===== src/rtl/clk_gen_pkg.sv =====
// Shared constants, channel state type and divisor helpers for the clock divider.
// Helpers work on FN_W-bit values so any channel counter width up to FN_W fits.
package clk_gen_pkg;

  localparam int CNT_W_DEF = 16;
  localparam int FN_W      = 32;
  localparam logic [FN_W-1:0] MIN_DIV = 32'd2;

  typedef enum logic {
    IDLE = 1'b0,
    RUN  = 1'b1
  } ch_state_e;

  function automatic logic [FN_W-1:0] sanitize_div(input logic [FN_W-1:0] d);
    return (d < MIN_DIV) ? MIN_DIV : d;
  endfunction

  // ceil(d/2) with one extra bit so the all-ones divisor cannot overflow
  function automatic logic [FN_W:0] high_len(input logic [FN_W-1:0] d);
    return ({1'b0, d} + (FN_W+1)'(1)) >> 1;
  endfunction

endpackage


===== src/rtl/clk_div_gen_if.sv =====
// Control/status bundle between a divider bank and its user.
interface clk_div_gen_if
  import clk_gen_pkg::*;
#(
  parameter int NUM_CH = 4,
  parameter int CNT_W  = CNT_W_DEF
);

  logic [NUM_CH-1:0]       en;
  logic [NUM_CH*CNT_W-1:0] div;
  logic                    sync;
  logic [NUM_CH-1:0]       clk_out;
  logic [NUM_CH-1:0]       tick;
  logic [NUM_CH-1:0]       active;

  modport master (
    output en, div, sync,
    input  clk_out, tick, active
  );

  modport slave (
    input  en, div, sync,
    output clk_out, tick, active
  );

endinterface


===== src/rtl/clk_div_ch.sv =====
// One divider channel: period counter, latched divisor, IDLE/RUN state and
// registered divided-clock level plus period-start tick.
module clk_div_ch
  import clk_gen_pkg::*;
#(
  parameter int CNT_W = CNT_W_DEF
) (
  input  logic             clk,
  input  logic             rst,
  input  logic             i_en,
  input  logic             i_sync,
  input  logic [CNT_W-1:0] i_div,
  output logic             o_clk_out,
  output logic             o_tick,
  output logic             o_active
);

  ch_state_e        r_state, w_state_nxt;
  logic [CNT_W-1:0] r_cnt, w_cnt_nxt;
  logic [CNT_W-1:0] r_active_div, w_active_div_nxt;
  logic             r_clk_out, w_clk_out_nxt;
  logic             r_tick, w_tick_nxt;

  logic [FN_W-1:0]  w_ds_wide;
  logic [CNT_W-1:0] w_ds;
  logic [FN_W:0]    w_high;
  logic [FN_W:0]    w_cnt_inc;
  logic             w_wrap;

  assign w_ds_wide = sanitize_div(FN_W'(i_div));
  assign w_ds      = w_ds_wide[CNT_W-1:0];
  assign w_high    = high_len(FN_W'(r_active_div));
  assign w_cnt_inc = (FN_W+1)'(r_cnt) + (FN_W+1)'(1);
  assign w_wrap    = (r_cnt == r_active_div - CNT_W'(1));

  generate
    if (CNT_W < FN_W) begin : g_ds_pad
      logic w_unused_ds_pad;
      assign w_unused_ds_pad = ^w_ds_wide[FN_W-1:CNT_W];
    end
  endgenerate

  always_ff @(posedge clk) begin
    if (rst) begin
      r_state      <= IDLE;
      r_cnt        <= '0;
      r_active_div <= CNT_W'(MIN_DIV);
      r_clk_out    <= 1'b0;
      r_tick       <= 1'b0;
    end else begin
      r_state      <= w_state_nxt;
      r_cnt        <= w_cnt_nxt;
      r_active_div <= w_active_div_nxt;
      r_clk_out    <= w_clk_out_nxt;
      r_tick       <= w_tick_nxt;
    end
  end

  // Disable beats sync, sync beats wrap; a new divisor is only taken at a period start.
  always_comb begin
    w_state_nxt      = r_state;
    w_cnt_nxt        = r_cnt;
    w_active_div_nxt = r_active_div;
    w_clk_out_nxt    = 1'b0;
    w_tick_nxt       = 1'b0;
    if (!i_en) begin
      w_state_nxt = IDLE;
      w_cnt_nxt   = '0;
    end else if (r_state == IDLE || i_sync || w_wrap) begin
      w_state_nxt      = RUN;
      w_cnt_nxt        = '0;
      w_active_div_nxt = w_ds;
      w_clk_out_nxt    = 1'b1;
      w_tick_nxt       = 1'b1;
    end else begin
      w_cnt_nxt     = w_cnt_inc[CNT_W-1:0];
      w_clk_out_nxt = (w_cnt_inc < w_high);
    end
  end

  assign o_clk_out = r_clk_out;
  assign o_tick    = r_tick;
  assign o_active  = (r_state == RUN);

endmodule


===== src/rtl/clk_div_gen.sv =====
// Bank of NUM_CH independent programmable clock dividers sharing clk, rst and sync.
module clk_div_gen
  import clk_gen_pkg::*;
#(
  parameter int NUM_CH = 4,
  parameter int CNT_W  = CNT_W_DEF
) (
  input  logic          clk,
  input  logic          rst,
  clk_div_gen_if.slave  bus
);

  logic [NUM_CH-1:0] w_clk_out;
  logic [NUM_CH-1:0] w_tick;
  logic [NUM_CH-1:0] w_active;

  genvar gi;
  generate
    for (gi = 0; gi < NUM_CH; gi++) begin : g_ch
      clk_div_ch #(
        .CNT_W (CNT_W)
      ) u_ch (
        .clk       (clk),
        .rst       (rst),
        .i_en      (bus.en[gi]),
        .i_sync    (bus.sync),
        .i_div     (bus.div[gi*CNT_W +: CNT_W]),
        .o_clk_out (w_clk_out[gi]),
        .o_tick    (w_tick[gi]),
        .o_active  (w_active[gi])
      );
    end
  endgenerate

  assign bus.clk_out = w_clk_out;
  assign bus.tick    = w_tick;
  assign bus.active  = w_active;

endmodule


===== src/flat_wrapper.sv =====
// flat-port wrapper written by rule: the top's interface ports become plain ports
module clk_div_gen_flat import clk_gen_pkg::*;
#(
  parameter int NUM_CH = 4,
  parameter int CNT_W  = CNT_W_DEF
)
  (clk, rst, bus_en, bus_div, bus_sync, bus_clk_out, bus_tick, bus_active);
  clk_div_gen_if #(.NUM_CH(NUM_CH), .CNT_W(CNT_W)) bus_i ();
  input  logic clk;
  input  logic rst;
  input wire logic [$bits(bus_i.en)-1:0] bus_en;
  input wire logic [$bits(bus_i.div)-1:0] bus_div;
  input wire logic [$bits(bus_i.sync)-1:0] bus_sync;
  output wire logic [$bits(bus_i.clk_out)-1:0] bus_clk_out;
  output wire logic [$bits(bus_i.tick)-1:0] bus_tick;
  output wire logic [$bits(bus_i.active)-1:0] bus_active;
  assign bus_i.en = bus_en;
  assign bus_i.div = bus_div;
  assign bus_i.sync = bus_sync;
  assign bus_clk_out = bus_i.clk_out;
  assign bus_tick = bus_i.tick;
  assign bus_active = bus_i.active;
  clk_div_gen #(.NUM_CH(NUM_CH), .CNT_W(CNT_W)) u_core (.clk(clk), .rst(rst), .bus(bus_i));
endmodule

===== config.mk =====
export PLATFORM = sky130hd
export DESIGN_NAME = clk_div_gen_flat
export DESIGN_NICKNAME = d
export VERILOG_FILES = /design/src/rtl/clk_gen_pkg.sv /design/src/rtl/clk_div_gen_if.sv /design/src/rtl/clk_div_ch.sv /design/src/rtl/clk_div_gen.sv /design/src/flat_wrapper.sv
export SDC_FILE = /design/constraint.sdc
export NUM_CORES = 1
export LEC_CHECK = 0
export ABC_AREA = 1
export CAP_MARGIN = 0
export CORE_MARGIN = 3
export CORE_UTILIZATION = 50
export DETAILED_ROUTE_END_ITERATION = 8
export PLACE_DENSITY = 0.72
export SYNTH_ARGS = -nofsm -noshare
export SYNTH_HDL_FRONTEND = slang
export SYNTH_SLANG_ARGS = --single-unit

===== constraint.sdc =====
create_clock -name clk -period 2.51 [get_ports clk]
set_input_delay 0.6275 -clock clk [delete_from_list [all_inputs] [get_ports clk]]
set_output_delay 0.6275 -clock clk [all_outputs]
set_load 0.01 [all_outputs]

# After elaboration in Yosys (flattened, before gate mapping)
# Index checks and enable logic that the tools add are counted.
[totals]
input_bits = 71
word_cells = 84
output_inout_bits = 12
reg_bits = 140
[op_classes]
muxes = 12
bitwise_logic = 8
n_addsub = 12
n_lt_le_gt_ge = 8
n_reduce_logical = 20
eq_ne = 4
[ops]
columns = ["operator", "n"]
rows = [
  ["16-bit by 1-bit adder with 17-bit output (second input constant)", 8],
  ["17-bit by 16-bit < comparator with 1-bit output", 4],
  ["16-bit equality test", 4],
  ["16-bit by 2-bit < comparator with 1-bit output (second input constant)", 4],
  ["16-bit two-way mux", 4],
  ["16-bit by 1-bit subtractor with 16-bit output (second input constant)", 4],
  ["3-bit OR reduction", 4],
  ["1-bit logical OR", 8],
  ["1-bit two-way mux", 8],
  ["1-bit NOT", 8],
  ["2-bit AND reduction", 4],
  ["2-bit OR reduction", 4],
]

# Depth between registers and ports, before layout
[logic_depth]
depth_word = 4
mapped_depth = 20

# Hierarchy
# A second synthesis with hierarchy kept.
[unflattened]
hier_cells = 1731
hier_area_um2 = 11247.0
[by_module_without_submodules]
columns = ["module", "instances", "area_each_um2", "cells_each"]
rows = [
  ["clk_div_ch (u_core.g_ch[0].u_ch ...)", 3, 2797.7, 433],
  ["clk_div_ch (u_core.g_ch[1].u_ch)", 1, 2854.0, 432],
]

# Worst setup path before layout
# Ideal clock, no wire load.
[synth_timing]
kind = "reg2reg"
from = "register u_core.g_ch[2].u_ch.r_cnt[0]"
to = "register u_core.g_ch[2].u_ch.r_clk_out"
required_ns = 2.443
t_arrival_ns = 2.489
setup_slack_ns = -0.046
synth_period_minus_slack_ns = 2.556
n_path_buf = 0
setup_time_ns = 0.067
stages_incl_launch_ff = 19
cell_sequence = "dfxtp_1 -> ha_1 -> nand3_1 -> nor3_1 -> nand3_1 -> nor2_1 -> inv_1 -> nor3_2 -> xor2_1 -> ha_1 -> nand2_1 -> nor2_1 -> a211oi_1 -> nand2_1 -> nand2_1 -> nand2_1 -> nand2_1 -> nand4_1 -> o21ai_2"
[synth_via]
elab_chain_cells = 3
elab_cells_between_ends = 5
classes_between = "1 x add/sub; 1 x order compare; 1 x eq/ne; 1 x mux; 1 x reduce/logical"
[synth_lines]
columns = ["item", "line_no", "text"]
rows = [
  ["start, declared", "clk_div_ch.sv:19", "logic [CNT_W-1:0] r_cnt, w_cnt_nxt;"],
  ["start signal, assigned", "clk_div_ch.sv:52", "r_cnt <= w_cnt_nxt;"],
  ["16-bit by 1-bit adder with 17-bit output", "clk_div_ch.sv:33", "assign w_cnt_inc = (FN_W+1)'(r_cnt) + (FN_W+1)'(1);"],
  ["via u_core.g_ch[2].u_ch.w_cnt_inc[12]", "clk_div_ch.sv:27", "logic [FN_W:0] w_cnt_inc;"],
  ["17-bit by 16-bit < comparator with 1-bit output", "clk_div_ch.sv:77", "w_clk_out_nxt = (w_cnt_inc < w_high);"],
  ["1-bit two-way mux", "clk_div_ch.sv:69", "end else if (r_state == IDLE || i_sync || w_wrap) begin"],
  ["end signal, assigned", "clk_div_ch.sv:54", "r_clk_out <= w_clk_out_nxt;"],
  ["end, declared", "clk_div_ch.sv:21", "logic r_clk_out, w_clk_out_nxt;"],
]
# The timed path passes the listed nets, and every way through them passes these cells.
# A chain may end at the register's enable or synchronous reset.

# Worst setup path in the final report
[layout_timing]
from = "register u_core.g_ch[0].u_ch.r_cnt[0]"
to = "register u_core.g_ch[0].u_ch.r_clk_out"
[layout_via]
elab_chain_cells = 3
elab_cells_between_ends = 5
classes_between = "1 x add/sub; 1 x order compare; 1 x eq/ne; 1 x mux; 1 x reduce/logical"
[layout_lines]
columns = ["item", "line_no"]
rows = [
  ["start, declared", "clk_div_ch.sv:19"],
  ["start signal, assigned", "clk_div_ch.sv:52"],
  ["16-bit by 1-bit adder with 17-bit output", "clk_div_ch.sv:33"],
  ["via u_core.g_ch[0].u_ch.w_cnt_inc[12]", "clk_div_ch.sv:27"],
  ["17-bit by 16-bit < comparator with 1-bit output", "clk_div_ch.sv:77"],
  ["1-bit two-way mux", "clk_div_ch.sv:69"],
  ["end signal, assigned", "clk_div_ch.sv:54"],
  ["end, declared", "clk_div_ch.sv:21"],
]
# The timed path passes the listed nets, and every way through them passes these cells.

==> results.py <==
metrics = {
    "hold_path": {
        "min_path_type": "flip-flop to flip-flop",
        "hold_depth": 1,
    },
    "floorplan": {
        "core_sq_um": 22000,
        "die_y_um": 157,
        "start_util_pct": 51.5,
        "rows": 54,
        "die_w_um": 157,
        "dieArea_sq_um": 24500,
        "pin_count": 83,
    },
    "layout": {
        "nets": 2116,
        "drive_gt1_share_pct": 18.8,
        "final_cells": 2266,
        "synthToLayoutAreaGrowth_pct": 28.2,
        "antenna_cells": 0,
    },
    "logic_synthesis": {
        "syn_area_per_cell_sq_um": 6.38,
        "synth_nets": 1919,
        "synth_cells": 1776,
        "yosysWarnings": 0,
        "ys_async_sr_fraction_pct": 0,
        "yosysTopAreaCellShare_pct": 24.7,
        "synth_edf_count": 0,
        "ys_ff_latch": 140,
        "yosysUniqueCellTypes": 44,
        "synth_area_leader_cell": "dfxtp_1",
        "synth_area_sq_um": 11300,
        "seq_area_frac_synth_pct": 24.7,
        "synth_common_cells": "425 x nand2_1, 289 x nor2_1, 247 x inv_1",
        "yosys_most_used_dff": "dfxtp_1",
        "synthMostInstantiatedCell": "nand2_1",
        "synth_area_leaders": "dfxtp_1 25%, nand2_1 14%, nor2_1 9.6%, xor2_1 8.3%, inv_1 8.2%",
    },
    "place": {
        "hpwl_um": 21800,
        "place_congestion": 0.927,
        "numPortBuffers": 82,
        "placed_cells": 2205,
    },
    "sta": {
        "fin_skew_ns": 0.00799,
        "slew_headroom_pct": 70.8,
        "rsz0062_at_grt": "yes",
        "drv_slew": 0,
        "finalCriticalPeriod_ns": 2.52,
        "finalHoldViolations": 0,
        "holdWs_ns": 0.437,
        "max_freq_mhz": 397,
        "tns_ns": -0.00873,
        "setup_ws_ns": -0.00862,
        "timing.final.crit_share_pct": 100,
        "tightest_slew_ns": 0.434,
        "finalSetupViolations": 2,
    },
    "worst_setup_path": {
        "worst_ep_required_time_ns": 2.89,
        "rr_worst_depth": 17,
        "cp.arrival_ns": 2.90,
        "crit_fanout": 3,
        "criticalPathCategory": "flip-flop to flip-flop",
        "rrSetupSlack_ns": -0.009,
        "startpoint_type": "flip-flop",
        "end_kind": "flip-flop",
    },
    "clocking": {
        "cts_buffer_depth": 2,
        "cts_max_level": 4,
        "clkTransAtPathRegs_ns": 0.06,
        "cts_made_buffers": 17,
        "cts_sinks": 140,
        "cts_tree": "done",
        "clk-insertion-delay-late_ns": 0.43,
        "root_buffer": "clkbuf_16",
    },
    "grt": {
        "track_usage_pct": 23.1,
        "grt_pass1_vias": 10400,
        "antenna_found_initial": 0,
        "grt_overflow": 0,
        "grt_max_degree": 32,
        "grt_pass1_wl_um": 47100,
    },
    "route": {
        "first_pass_iters": 5,
        "first_iter_violations": 690,
        "vias": 11200,
        "drtAntennaViolNets": 0,
        "drc": 0,
        "viasPerCell": 4.96,
        "drt_wl_total_um": 28800,
        "wl_per_cell_um": 12.7,
    },
    "pwr": {
        "p_sw_mw": 1.95,
        "p_clk_share_pct": 41.3,
        "swShare_pct": 29.8,
        "power_mw": 6.54,
        "leakagePower_nw": 6.88,
        "ir_drop_mv": 0.316,
        "p_int_mw": 4.59,
        "powerDensity_nw_per_um2": 450,
        "pwr-share-seq_pct": 37.4,
        "p_comb_share_pct": 21.2,
    },
    "status": {
        "outcome": "finished, violations left",
        "failed_checks": "setup timing",
    },
    "run": {
        "max_cap_viol_count": 0,
    },
}
-- metal layers --
metal / global-route usage [%] / share of wire, % / wire (um) / vias to the layer above
met5: 0 / 0 / 0 / -
met4: 5.71 / 1.2 / 358 / 0
met3: 4.01 / 4.5 / 1300 / 36
met2: 38.8 / 47 / 13500 / 247
met1: 30.9 / 47 / 13600 / 5035
li1: - / - / - / 5925
-- registers in the layout (all words and copies together) (netlist names) --
signal	cells
u_core.g_ch.u_ch.o_tick	4
u_core.g_ch.u_ch.o_active	4
u_core.g_ch.u_ch.r_cnt	64
u_core.g_ch.u_ch.o_clk_out	4
u_core.g_ch.u_ch.r_active_div	64
-- power by group through the flow --
stage	clock network, mW	logic, mW	registers (mW)
after floorplan	0	0.951	2.43
after global placement	0	1.29	2.48
after detailed placement	0	1.31	2.49
after CTS	2.75	1.34	2.44
after global routing	2.85	1.57	2.46
final	2.70	1.39	2.45
-- final timing paths --
check | startpoint | end
setup reg to reg | u_core.g_ch[0].u_ch.r_cnt[0] | u_core.g_ch[0].u_ch.o_clk_out
hold / removal | u_core.g_ch[3].u_ch.r_cnt[0] | u_core.g_ch[3].u_ch.r_cnt[0]
setup / recovery | u_core.g_ch[0].u_ch.r_cnt[0] | u_core.g_ch[0].u_ch.o_clk_out
hold reg to reg | u_core.g_ch[3].u_ch.r_cnt[0] | u_core.g_ch[3].u_ch.r_cnt[0]
-- worst max-delay path, cell delays in order, from the launching register on --
cell and delay [ns]:
dfxtp_1 0.36, ha_2 0.21, nand3_2 0.11, nor3_2 0.12
buf_4 0.15, nand4_1 0.15, nor2_2 0.23, xor2_2 0.23
ha_4 0.24, nand2_1 0.09, nor2_2 0.05, a211oi_2 0.15
nand2_1 0.09, nand2_1 0.06, nand2_1 0.05, nand2_1 0.05
nand3_1 0.06, nand2_1 0.06
-- timing repair --
item	4_1_cts	5_1_grt
setup buffers	18	11
setup endpoints to repair	4	47
hold buffers	0	0
pin swaps	25	23
gates resized for setup	65	81
-- cell type report --
class	instances	area [sq um]
clock buffers	18	429
flip-flops and latches	140	2830
multi-input cells	1316	7710
repair buffers	242	2050
fillers	1911	7490
well taps	280	350
inverters	256	961
clock inverters	14	194
-- placed cells by master, fill, tap and decap left out, drive strengths merged, types with 5 or more instances in the layout --
cell type	Yosys	layout
nor2	319	319
ha	72	72
nand2	438	438
or2	7	7
dfxtp	140	140
a211oi	5	5
nor4	16	16
nor3	36	36
o21ai	25	25
nand3b	26	26
clkbuf	14	18
clkinv	1	8
buf	50	160
nand3	130	130
xor2	108	108
clkdlybuf4s50	0	82
a21oi	52	52
nand4	25	25
inv	255	256
xnor2	39	39
-- cell families (layout without fill, tap and decap cells) --
| logic type | count (synthesis) | in the layout | share of synthesized area, % |
|---|---|---|---|
| flops | 140 | 140 | 24.7 |
| compound gates | 95 | 95 | 4.73 |
| xor+xnor | 148 | 148 | 11.6 |
| simple gates | 1001 | 1001 | 39.1 |
| fa+ha+maj | 72 | 72 | 7.95 |
| buf+inv | 320 | 530 | 12.0 |
-- through the flow --
| step | util [%] | cell area [sq um] | setup slack, ns |
|---|---|---|---|
| after detailed placement | 59.6 | 13100 | -0.154 |
| after floorplan | - | 11300 | 0.00673 |
| after global placement | 59.6 | 13100 | -0.0817 |
| final | 66.0 | 14500 | -0.00862 |
| after global routing | 66.0 | 14500 | -0.237 |
| after CTS | 64.1 | 14100 | -0.0234 |
Note: power is estimated with default switching activity, not from simulation.
